**src/rtl/cpu_pkg.sv**
```systemverilog
// -----------------------------------------------------------------------------
// cpu_pkg
// Shared definitions for the 8-bit stepped processor datapath.
//   WORD_W        : bus / register word width in bits
//   word_t        : one bus word
//   IAR_RESET_VAL : value the instruction address register takes on reset
// -----------------------------------------------------------------------------
package cpu_pkg;
  localparam int unsigned WORD_W = 8;

  typedef logic [WORD_W-1:0] word_t;

  localparam word_t IAR_RESET_VAL = 8'h00;
endpackage : cpu_pkg

```
**src/rtl/iar_reg_if.sv**
```systemverilog
// -----------------------------------------------------------------------------
// iar_reg_if
// Strobe and bus bundle between the control-step sequencer and the
// instruction address register.
//   s     : set strobe, load a_in on the next rising clk
//   e     : enable strobe, drive the stored value onto a_out
//   a_in  : bus value to be captured
//   a_out : bus drive from the register
// Modports:
//   master : sequencer side (drives s, e, a_in; observes a_out)
//   slave  : register side  (samples s, e, a_in; drives a_out)
// -----------------------------------------------------------------------------
interface iar_reg_if
  import cpu_pkg::*;
#(
  parameter int unsigned WIDTH = WORD_W
);
  logic             s;
  logic             e;
  logic [WIDTH-1:0] a_in;
  logic [WIDTH-1:0] a_out;

  modport master (output s, output e, output a_in, input a_out);
  modport slave  (input s, input e, input a_in, output a_out);
endinterface : iar_reg_if

```
**src/rtl/byte_register.sv**
```systemverilog
// -----------------------------------------------------------------------------
// byte_register
// Clocked storage word with a level-sampled set strobe and a synchronous
// active-low reset. Reset wins over set.
// Ports:
//   clk    : system clock, rising edge
//   reset  : synchronous active-low reset, loads RESET_VAL
//   set_i  : load d_i on the next rising edge
//   d_i    : data to capture
//   q_o    : stored value
// -----------------------------------------------------------------------------
module byte_register
  import cpu_pkg::*;
#(
  parameter int unsigned          WIDTH     = WORD_W,
  parameter logic [WIDTH-1:0]     RESET_VAL = IAR_RESET_VAL
) (
  input  logic             clk,
  input  logic             reset,
  input  logic             set_i,
  input  logic [WIDTH-1:0] d_i,
  output logic [WIDTH-1:0] q_o
);

  logic [WIDTH-1:0] q_q;
  logic [WIDTH-1:0] q_d;

  // Next-state: capture the bus word while set is high, otherwise hold.
  always_comb begin
    q_d = q_q;
    if (set_i) begin
      q_d = d_i;
    end else begin
      q_d = q_q;
    end
  end

  // State register with synchronous active-low reset.
  always_ff @(posedge clk) begin
    if (!reset) begin
      q_q <= RESET_VAL;
    end else begin
      q_q <= q_d;
    end
  end

  assign q_o = q_q;

endmodule : byte_register

```
**src/rtl/iar_reg.sv**
```systemverilog
// -----------------------------------------------------------------------------
// iar_reg
// Instruction Address Register. Holds the address of the next instruction,
// loads it from the shared bus on the set strobe and drives it back onto the
// bus only while the enable strobe is high.
// Ports:
//   clk   : system clock, rising edge
//   reset : synchronous active-low reset (q <= RESET_VAL)
//   bus   : iar_reg_if.slave -- s, e, a_in in; a_out out
// Build option:
//   IAR_TRISTATE_EN defined   -> a_out is high-Z while e=0 (true tri-state bus)
//   IAR_TRISTATE_EN undefined -> a_out is all zeros while e=0 (wired-OR bus)
// The output path is combinational from q and e with no bypass from a_in, so
// a simultaneous set+enable shows the old value until the edge.
// -----------------------------------------------------------------------------
module iar_reg
  import cpu_pkg::*;
#(
  parameter int unsigned      WIDTH     = WORD_W,
  parameter logic [WIDTH-1:0] RESET_VAL = IAR_RESET_VAL
) (
  input  logic     clk,
  input  logic     reset,
  iar_reg_if.slave bus
);

  logic [WIDTH-1:0] q_s;

  byte_register #(
    .WIDTH     (WIDTH),
    .RESET_VAL (RESET_VAL)
  ) u_store (
    .clk   (clk),
    .reset (reset),
    .set_i (bus.s),
    .d_i   (bus.a_in),
    .q_o   (q_s)
  );

`ifdef IAR_TRISTATE_EN
  // Release the bus entirely while not enabled.
  assign bus.a_out = bus.e ? q_s : {WIDTH{1'bz}};
`else
  logic [WIDTH-1:0] a_out_s;

  // Zero is the idle value on the wired-OR bus.
  always_comb begin
    a_out_s = {WIDTH{1'b0}};
    if (bus.e) begin
      a_out_s = q_s;
    end else begin
      a_out_s = {WIDTH{1'b0}};
    end
  end

  assign bus.a_out = a_out_s;
`endif

endmodule : iar_reg

```
**src/flat_wrapper.sv**
```systemverilog
// flat-port wrapper written by rule: the top's interface ports become plain ports
module iar_reg_flat import cpu_pkg::*;
#(
  parameter int unsigned      WIDTH     = WORD_W,
  parameter logic [WIDTH-1:0] RESET_VAL = IAR_RESET_VAL
)
  (clk, reset, bus_s, bus_e, bus_a_in, bus_a_out);
  iar_reg_if #(.WIDTH(WIDTH)) bus_i ();
  input  logic clk;
  input  logic reset;
  input wire logic [$bits(bus_i.s)-1:0] bus_s;
  input wire logic [$bits(bus_i.e)-1:0] bus_e;
  input wire logic [$bits(bus_i.a_in)-1:0] bus_a_in;
  output wire logic [$bits(bus_i.a_out)-1:0] bus_a_out;
  assign bus_i.s = bus_s;
  assign bus_i.e = bus_e;
  assign bus_i.a_in = bus_a_in;
  assign bus_a_out = bus_i.a_out;
  iar_reg #(.WIDTH(WIDTH), .RESET_VAL(RESET_VAL)) u_core (.clk(clk), .reset(reset), .bus(bus_i));
endmodule
```
**config.mk**
```make
export PLATFORM = sky130hd
export DESIGN_NAME = iar_reg_flat
export DESIGN_NICKNAME = d
export VERILOG_FILES = /design/src/rtl/cpu_pkg.sv /design/src/rtl/iar_reg_if.sv /design/src/rtl/byte_register.sv /design/src/rtl/iar_reg.sv /design/src/flat_wrapper.sv
export SDC_FILE = /design/constraint.sdc
export NUM_CORES = 1
export LEC_CHECK = 0
export BUFFER_PORTS_ARGS = -buffer_cell sky130_fd_sc_hd__buf_2
export CAP_MARGIN = 20
export CORE_AREA = 2 2 39 41
export CTS_CLUSTER_SIZE = 20
export DETAILED_ROUTE_END_ITERATION = 16
export DIE_AREA = 0 0 41 43
export PLACE_DENSITY = 0.51
export SLEW_MARGIN = 20
export SYNTH_ARGS = -nofsm -noshare
export SYNTH_HDL_FRONTEND = slang
export SYNTH_SLANG_ARGS = --single-unit
export TNS_END_PERCENT = 100
```
**constraint.sdc**
```tcl
create_clock -name clk -period 0.8 [get_ports clk]
set_input_delay 0.16 -clock clk [delete_from_list [all_inputs] [get_ports clk]]
set_output_delay 0.16 -clock clk [all_outputs]
set_load 0.01 [all_outputs]
```
**Yosys cells after proc, flatten, opt, wreduce, memory -nomap -nowiden**

Cells that the tools add are included.

- Bits in registers: 8
- Output and inout port bits: 8
- Word-level logic and storage cells: 2

- Muxes and demuxes: 1

Operator list:

| cell | number |
|---|---|
| $mux W8 | 1 |

**Logic depth before layout (Yosys ltp)**

Gate-level depths: netlist of run 1.

- Depth in word-level cells: 1
- Depth in mapped cells: 3

**Modules after synthesis**

From an unflattened synthesis of run 1, not the netlist that was laid out.

- Cells, all modules: 33
- Area total of the unflattened synthesis: 351.6 um2

Modules (own cells, without submodules):

| module | times used | cells an instance | area each (um2) | seq. area each (um2) |
|---|---|---|---|---|
| byte_register | 1 | 25 | 301.5 | 160.2 |
| iar_reg | 1 | 8 | 50.0 | 0.0 |

**Worst setup path before layout of run 1**

OpenSTA, ideal clock, no wires.

- Kind: input to register
- From: in bus_s
- To: reg u_core.u_store.q_q[0] (netlist: u_core.u_store.q_o[0])
- Setup time: 0.116 ns
- Arrival: 0.501 ns
- Data required time: 0.684 ns
- Setup slack: 0.183 ns
- Stages: 3
- Buffers on the path: 1
- Cells stage by stage: buf_6 > mux2i_1 > nor2b_1

RTL lines:

| what | RTL line | text |
|---|---|---|
| from (decl) | flat_wrapper.sv:11 | `input wire logic [$bits(bus_i.s)-1:0] bus_s;` |
| to (signal assigned) | byte_register.sv:43 | `q_q <= q_d;` |
| to (decl) | byte_register.sv:25 | `logic [WIDTH-1:0] q_q;` |

**Final worst setup path of run 1**

- From: reg u_core.u_store.q_q[1] (netlist: u_core.u_store.q_o[1])
- To: out bus_a_out[1]

- Word-level cells in the longest chain between the ends: 1

RTL lines:

| what | RTL line | text |
|---|---|---|
| $mux W8 | iar_reg.sv:49 | `if (bus.e) begin` |
| to (decl) | flat_wrapper.sv:14 | `output wire logic [$bits(bus_i.a_out)-1:0] bus_a_out;` |

No other way between the ends.

==> results of run 1 <==
==> kinds of logic (layout without fill, tap and decap cells) <==
group,Yosys count,count (layout)
simple gates,16,16
mux,8,8
flops,8,8
buf+inv,1,22
==> worst max-delay path, cell delays in order (launching register included) <==
cell and delay (ps):
dfxtp_2 320, and2_1 120, buf_2 130
==> through the flow <==
stage	instance area [um2]	setup slack, ps	util, %	TNS (ps)	power [mW]
CTS	479	-188	34.6	-1430	0.871
finish	532	-175	38.4	-1290	0.876
global route	532	-208	38.4	-1560	0.932
floorplan	352	183	-	0	0.509
global placement	455	12.8	32.9	0	0.559
detailed placement	455	-3.03	32.9	-4.85	0.560
==> area by class of cell <==
class | instances | area [um2]
Sequential cell | 8 | 170
Tap cell | 16 | 20.0
Clock buffer | 3 | 22.5
Multi-Input combinational cell | 24 | 193
Timing Repair Buffer | 19 | 126
Fill cell | 145 | 852
==> metal layers <==
metal / vias up / GRT usage (%)
met5: - / 0
met4: 0 / 6.00
met3: 0 / 4.71
met2: 11 / 10.6
met1: 133 / 10.0
li1: 152 / -
==> synthesized netlist by cell type <==
master,number
buf_6,1
dfxtp_1,8
and2_1,8
mux2i_1,8
nor2b_1,8
==> cell usage in the layout (no fill, tap or decap), drive strengths merged <==
master	netlist	layout
mux2i	8	8
and2	8	8
buf	1	19
dfxtp	8	8
clkbuf	0	3
nor2b	8	8
==> power breakdown <==
group          switching (mW)  leakage [nW]  internal, mW
combinational          0.0550         0.182        0.0829
clock                   0.128        0.0138         0.171
sequential             0.0114        0.0689         0.427
total                   0.195         0.264         0.681
==> worst min path at each step <==
stage	startpoint	to	slack, ps
2_1_floorplan	reset	u_core.u_store.q_o[0]	290
3_3_place_gp	bus_a_in[4]	u_core.u_store.q_o[4]	430
3_5_place_dp	bus_a_in[1]	u_core.u_store.q_o[1]	420
4_1_cts	bus_a_in[1]	u_core.u_store.q_o[1]	160
5_1_grt	bus_a_in[4]	u_core.u_store.q_o[4]	160
6_report	bus_a_in[1]	u_core.u_store.q_o[1]	170
==> flow_summary.json, run 1 <==
{
  "outcome": "finished with violations",
  "failed_checks": "setup timing",
  "clk_latency_ps": 240,
  "synth_mux_area_share_pct": 22.8,
  "vias_per_cell": 4.23,
  "synth_fa_ha_area_share_pct": 0,
  "cp.required_ps": 640,
  "p_per_area_nw_per_um2": 1650,
  "num-nets-final": 68,
  "gp_congestion": 0.638,
  "maxCapViolations": 0,
  "syn_to_final_growth_pct": 51.2,
  "crit_end": "bus_a_out[1]",
  "synthTopCellsByArea": "dfxtp_1 (46%), mux2i_1 (23%), and2_1 (14%), nor2b_1 (14%), buf_6 (3.2%)",
  "postSynthAreaPerCell_um2": 10.7,
  "r2r_end": "u_core.u_store.q_o[5]",
  "dr.pass1.iters": 3,
  "clk_pin_slew_ps": 50,
  "initial_core_util_pct": 25.4,
  "cts-buffers-inserted": 3,
  "ir_worst_vdd_uv": 603,
  "drive_gt1_share_pct": 64.8,
  "grt_pass1_vias": 234,
  "clock_sinks": 8,
  "dp_cells": 67,
  "clk_path_buf_depth": 2,
  "startpoint_type": "register",
  "period_share_pct": 122,
  "die_h_um": 43,
  "grt_max_degree": 9,
  "met1_length_um": 292,
  "worst_slack_ps": -175,
  "postCtsSetupBuffers": 0,
  "highest_layer": "met3",
  "synth_compound_gate_area_share_pct": 0,
  "grt_use_total_pct": 8.35,
  "drt-wirelength-per-cell_um": 9.77,
  "netlist_area_um2": 352,
  "period_needed_ps": 975,
  "place_hpwl_um": 515,
  "setup_viol": 8,
  "final_cells": 70,
  "skew_ps": 0,
  "post_synth_xor_area_fraction_pct": 0,
  "r2r_slack_ps": 190,
  "yosys.area_share.simple_pct": 28.5,
  "dr_wl_met3_um": 62,
  "crit_start": "u_core.u_store.q_o[1]",
  "die_width_um": 41,
  "ys_ff_latch": 8,
  "cp.arrival_ps": 810,
  "antenna_found_initial": 0,
  "drt_iter0_drc": 1,
  "ys_seq_area_share_pct": 45.6,
  "synthDominantCellAreaShare_pct": 45.6,
  "cts_resized": 1,
  "gr-total-overflow": 0,
  "syn-instance-count": 33,
  "cp_max_fo": 2,
  "tightest_slew_ps": 236,
  "maxSlewHeadroom_pct": 84.3,
  "worstHoldPathType": "in -> reg",
  "drtAntennaViolNets": 0,
  "postCtsHoldBufs": 0,
  "reg2reg_from": "u_core.u_store.q_o[5]",
  "portBuffers": 19,
  "num_rows": 14,
  "htreeDepth": 1,
  "core_um2": 1380,
  "die-area_um2": 1760,
  "syn_nets": 45,
  "r2r.worst_path.cells": 2,
  "io_pins": 20,
  "tritoncts": "built",
  "largest_reg_flops": 8,
  "grt_setup_unrepaired": "true",
  "final_max_slew_viol_count": 0,
  "hold_ws_ps": 169,
  "wl_met2_um": 330,
  "finalHoldViolations": 0,
  "vias": 296,
  "leakage_nw": 0.264,
  "ys_types": 5,
  "min_path_cells": 3,
  "yosys.area.top_type": "dfxtp_1",
  "cp-end-kind": "output port",
  "wl_um": 684,
  "diodes": 0,
  "synth_top_family_by_area": "simple AND/OR/NAND/NOR gates",
  "yosysWarnings": 0,
  "fmax_mhz": 1030,
  "critPathKind": "reg -> out",
  "grt_pass1_wl_um": 903,
  "route.detailed.drc": 0,
  "cts-root-buf": "clkbuf_4"
}
Power figures use the tool's default switching activity.
==> run 2: changes to the inputs <==
--- a/config.mk
+++ b/config.mk
@@ -11,7 +11,6 @@
 export CTS_CLUSTER_SIZE = 20
 export DETAILED_ROUTE_END_ITERATION = 16
 export DIE_AREA = 0 0 41 43
-export PLACE_DENSITY = 0.51
 export SLEW_MARGIN = 20
 export SYNTH_ARGS = -nofsm -noshare
 export SYNTH_HDL_FRONTEND = slang
==> run 2 against run 1 <==
  * The run still ends with setup timing left
  * Largest power group unchanged
  * Sequential cell count did not move
  * Core utilization rose by 1.8 points
  * Sequential share of layout area down 1.4 points
  * Highest routed layer unchanged
  * Power is 1.1% higher
  * Cell count grew 1.4%
==> flow_summary.json, run 2 (same netlist as run 1, synthesis figures left out) <==
{
  "worstHoldPathType": "in -> reg",
  "outcome": "finished with violations",
  "multiInputGateArea_um2": 198,
  "initial_core_util_pct": 25.4,
  "cts-root-buf": "clkbuf_4",
  "clock_sinks": 8,
  "fin_util_pct": 40.2,
  "io_pins": 20,
  "clk_pin_slew_ps": 50,
  "startpoint_type": "register",
  "num-nets-final": 69,
  "antenna_found_initial": 0,
  "period_needed_ps": 966,
  "clk_latency_ps": 240,
  "seqCellArea_um2": 170,
  "grt_setup_unrepaired": "true",
  "core_um2": 1380,
  "cp-end-kind": "output port",
  "p_per_area_nw_per_um2": 1590,
  "die_h_um": 43,
  "tritoncts": "built",
  "drt_iter0_drc": 2,
  "clk_path_buf_depth": 2,
  "drtAntennaViolNets": 0,
  "finalPower_mw": 0.886,
  "die_width_um": 41,
  "fmax_mhz": 1040,
  "gr-total-overflow": 0,
  "failed_checks": "setup timing",
  "vias": 302,
  "worst_slack_ps": -166,
  "maxCapViolations": 0,
  "num-fill-cells": 153,
  "final_max_slew_viol_count": 0,
  "critPathMaxStageDelay_ps": 310,
  "drt-wirelength-per-cell_um": 10.3,
  "setup_viol": 8,
  "final_common_cell": "buf_2",
  "portBuffers": 19,
  "skew_ps": 0,
  "num_rows": 14,
  "wl_um": 730,
  "largest_reg_flops": 8,
  "cp.required_ps": 640,
  "cts-buffers-inserted": 3,
  "leakage_nw": 0.274,
  "ir_worst_vdd_uv": 603,
  "finalHoldViolations": 0,
  "diodes": 0,
  "grt_use_total_pct": 10.2,
  "grt_max_degree": 9,
  "postCtsHoldBufs": 0,
  "period_share_pct": 121,
  "mostFrequentLayoutCells": "buf_2 (12), mux2i_1 (8), nor2b_1 (8), dfxtp_2 (8)",
  "critPathKind": "reg -> out",
  "crit_slowest_cell": "dfxtp_2",
  "gp_congestion": 0.585,
  "cp_max_fo": 2,
  "maxSlewHeadroom_pct": 84.6,
  "tightest_slew_ps": 231,
  "dr.pass1.iters": 2,
  "htreeDepth": 1,
  "route.detailed.drc": 0,
  "die-area_um2": 1760,
  "crit_chain": "and2_1, buf_2",
  "grt_pass1_wl_um": 1100,
  "syn_to_final_growth_pct": 58.4,
  "grt_pass1_vias": 288,
  "cp.arrival_ps": 810,
  "drive_gt1_share_pct": 69.1,
  "vias_per_cell": 4.25
}
run 2: changes by cell type in the layout (fill, tap and decap cells not counted):
cell    delta
buf_2      -2
buf_6      +2
and2_4     +2
buf_4      +1
and2_1     -2
run 2: cell type report:
type                       count  share of cell area, %
clock buffer                   3                   4.04
tap                           16                   3.60
multi-input combinational     24                   35.5
sequential                     8                   30.6
timing repair buffer          20                   26.3
run 2: layer usage:
metal | vias up | global-route usage (%) | share of wire [%]
met4 | 0 | 8.00 | 0
met3 | 0 | 6.28 | 12
met1 | 133 | 10.4 | 42
met5 | - | 0 | 0
met2 | 14 | 14.1 | 46
li1 | 155 | - | -
run 2: report_power, final:
group	switching (mW)	internal, mW	total (mW)	leakage [nW]
logic	0.0574	0.0933	0.151	0.192
clock network	0.126	0.171	0.296	0.0138
registers	0.0111	0.427	0.439	0.0689
total	0.194	0.692	0.886	0.274
run 2: worst max-delay path, delay by kind of cell (launching register included):
| family | cells | cell delay [ps] |
|---|---|---|
| buffers and inverters | 1 | 130 |
| flip-flops | 1 | 310 |
| AND/OR/NAND/NOR | 1 | 120 |
run 2: final timing paths:
check	start	to	slack [ps]	cells past startpoint
worst max-delay path	u_core.u_store.q_o[2]	bus_a_out[2]	-170	2
worst max register to register	u_core.u_store.q_o[6]	u_core.u_store.q_o[6]	80	3
worst min-delay path	bus_a_in[2]	u_core.u_store.q_o[2]	180	3
worst min register to register	u_core.u_store.q_o[7]	u_core.u_store.q_o[7]	500	2
run 2: stage by stage:
| step | worst slack (ps) | std cells | setup TNS, ps | instance area [um2] | hold WS (ps) |
|---|---|---|---|---|---|
| after detailed placement | 3.14 | 67 | 0 | 455 | 435 |
| after CTS | -177 | 71 | -1390 | 497 | 173 |
| after global routing | -217 | 71 | -1600 | 557 | 164 |
| final | -166 | 71 | -1250 | 557 | 178 |
| after floorplan | 183 | 33 | 0 | 352 | 288 |
| after global placement | 16.1 | 67 | 0 | 455 | 420 |
run 2: timing repair:
item / CTS / global route
setup endpoints to repair: 8 / 8
resized for setup: 4 / 19
setup buffers: 1 / 0
cloned: 0 / 0
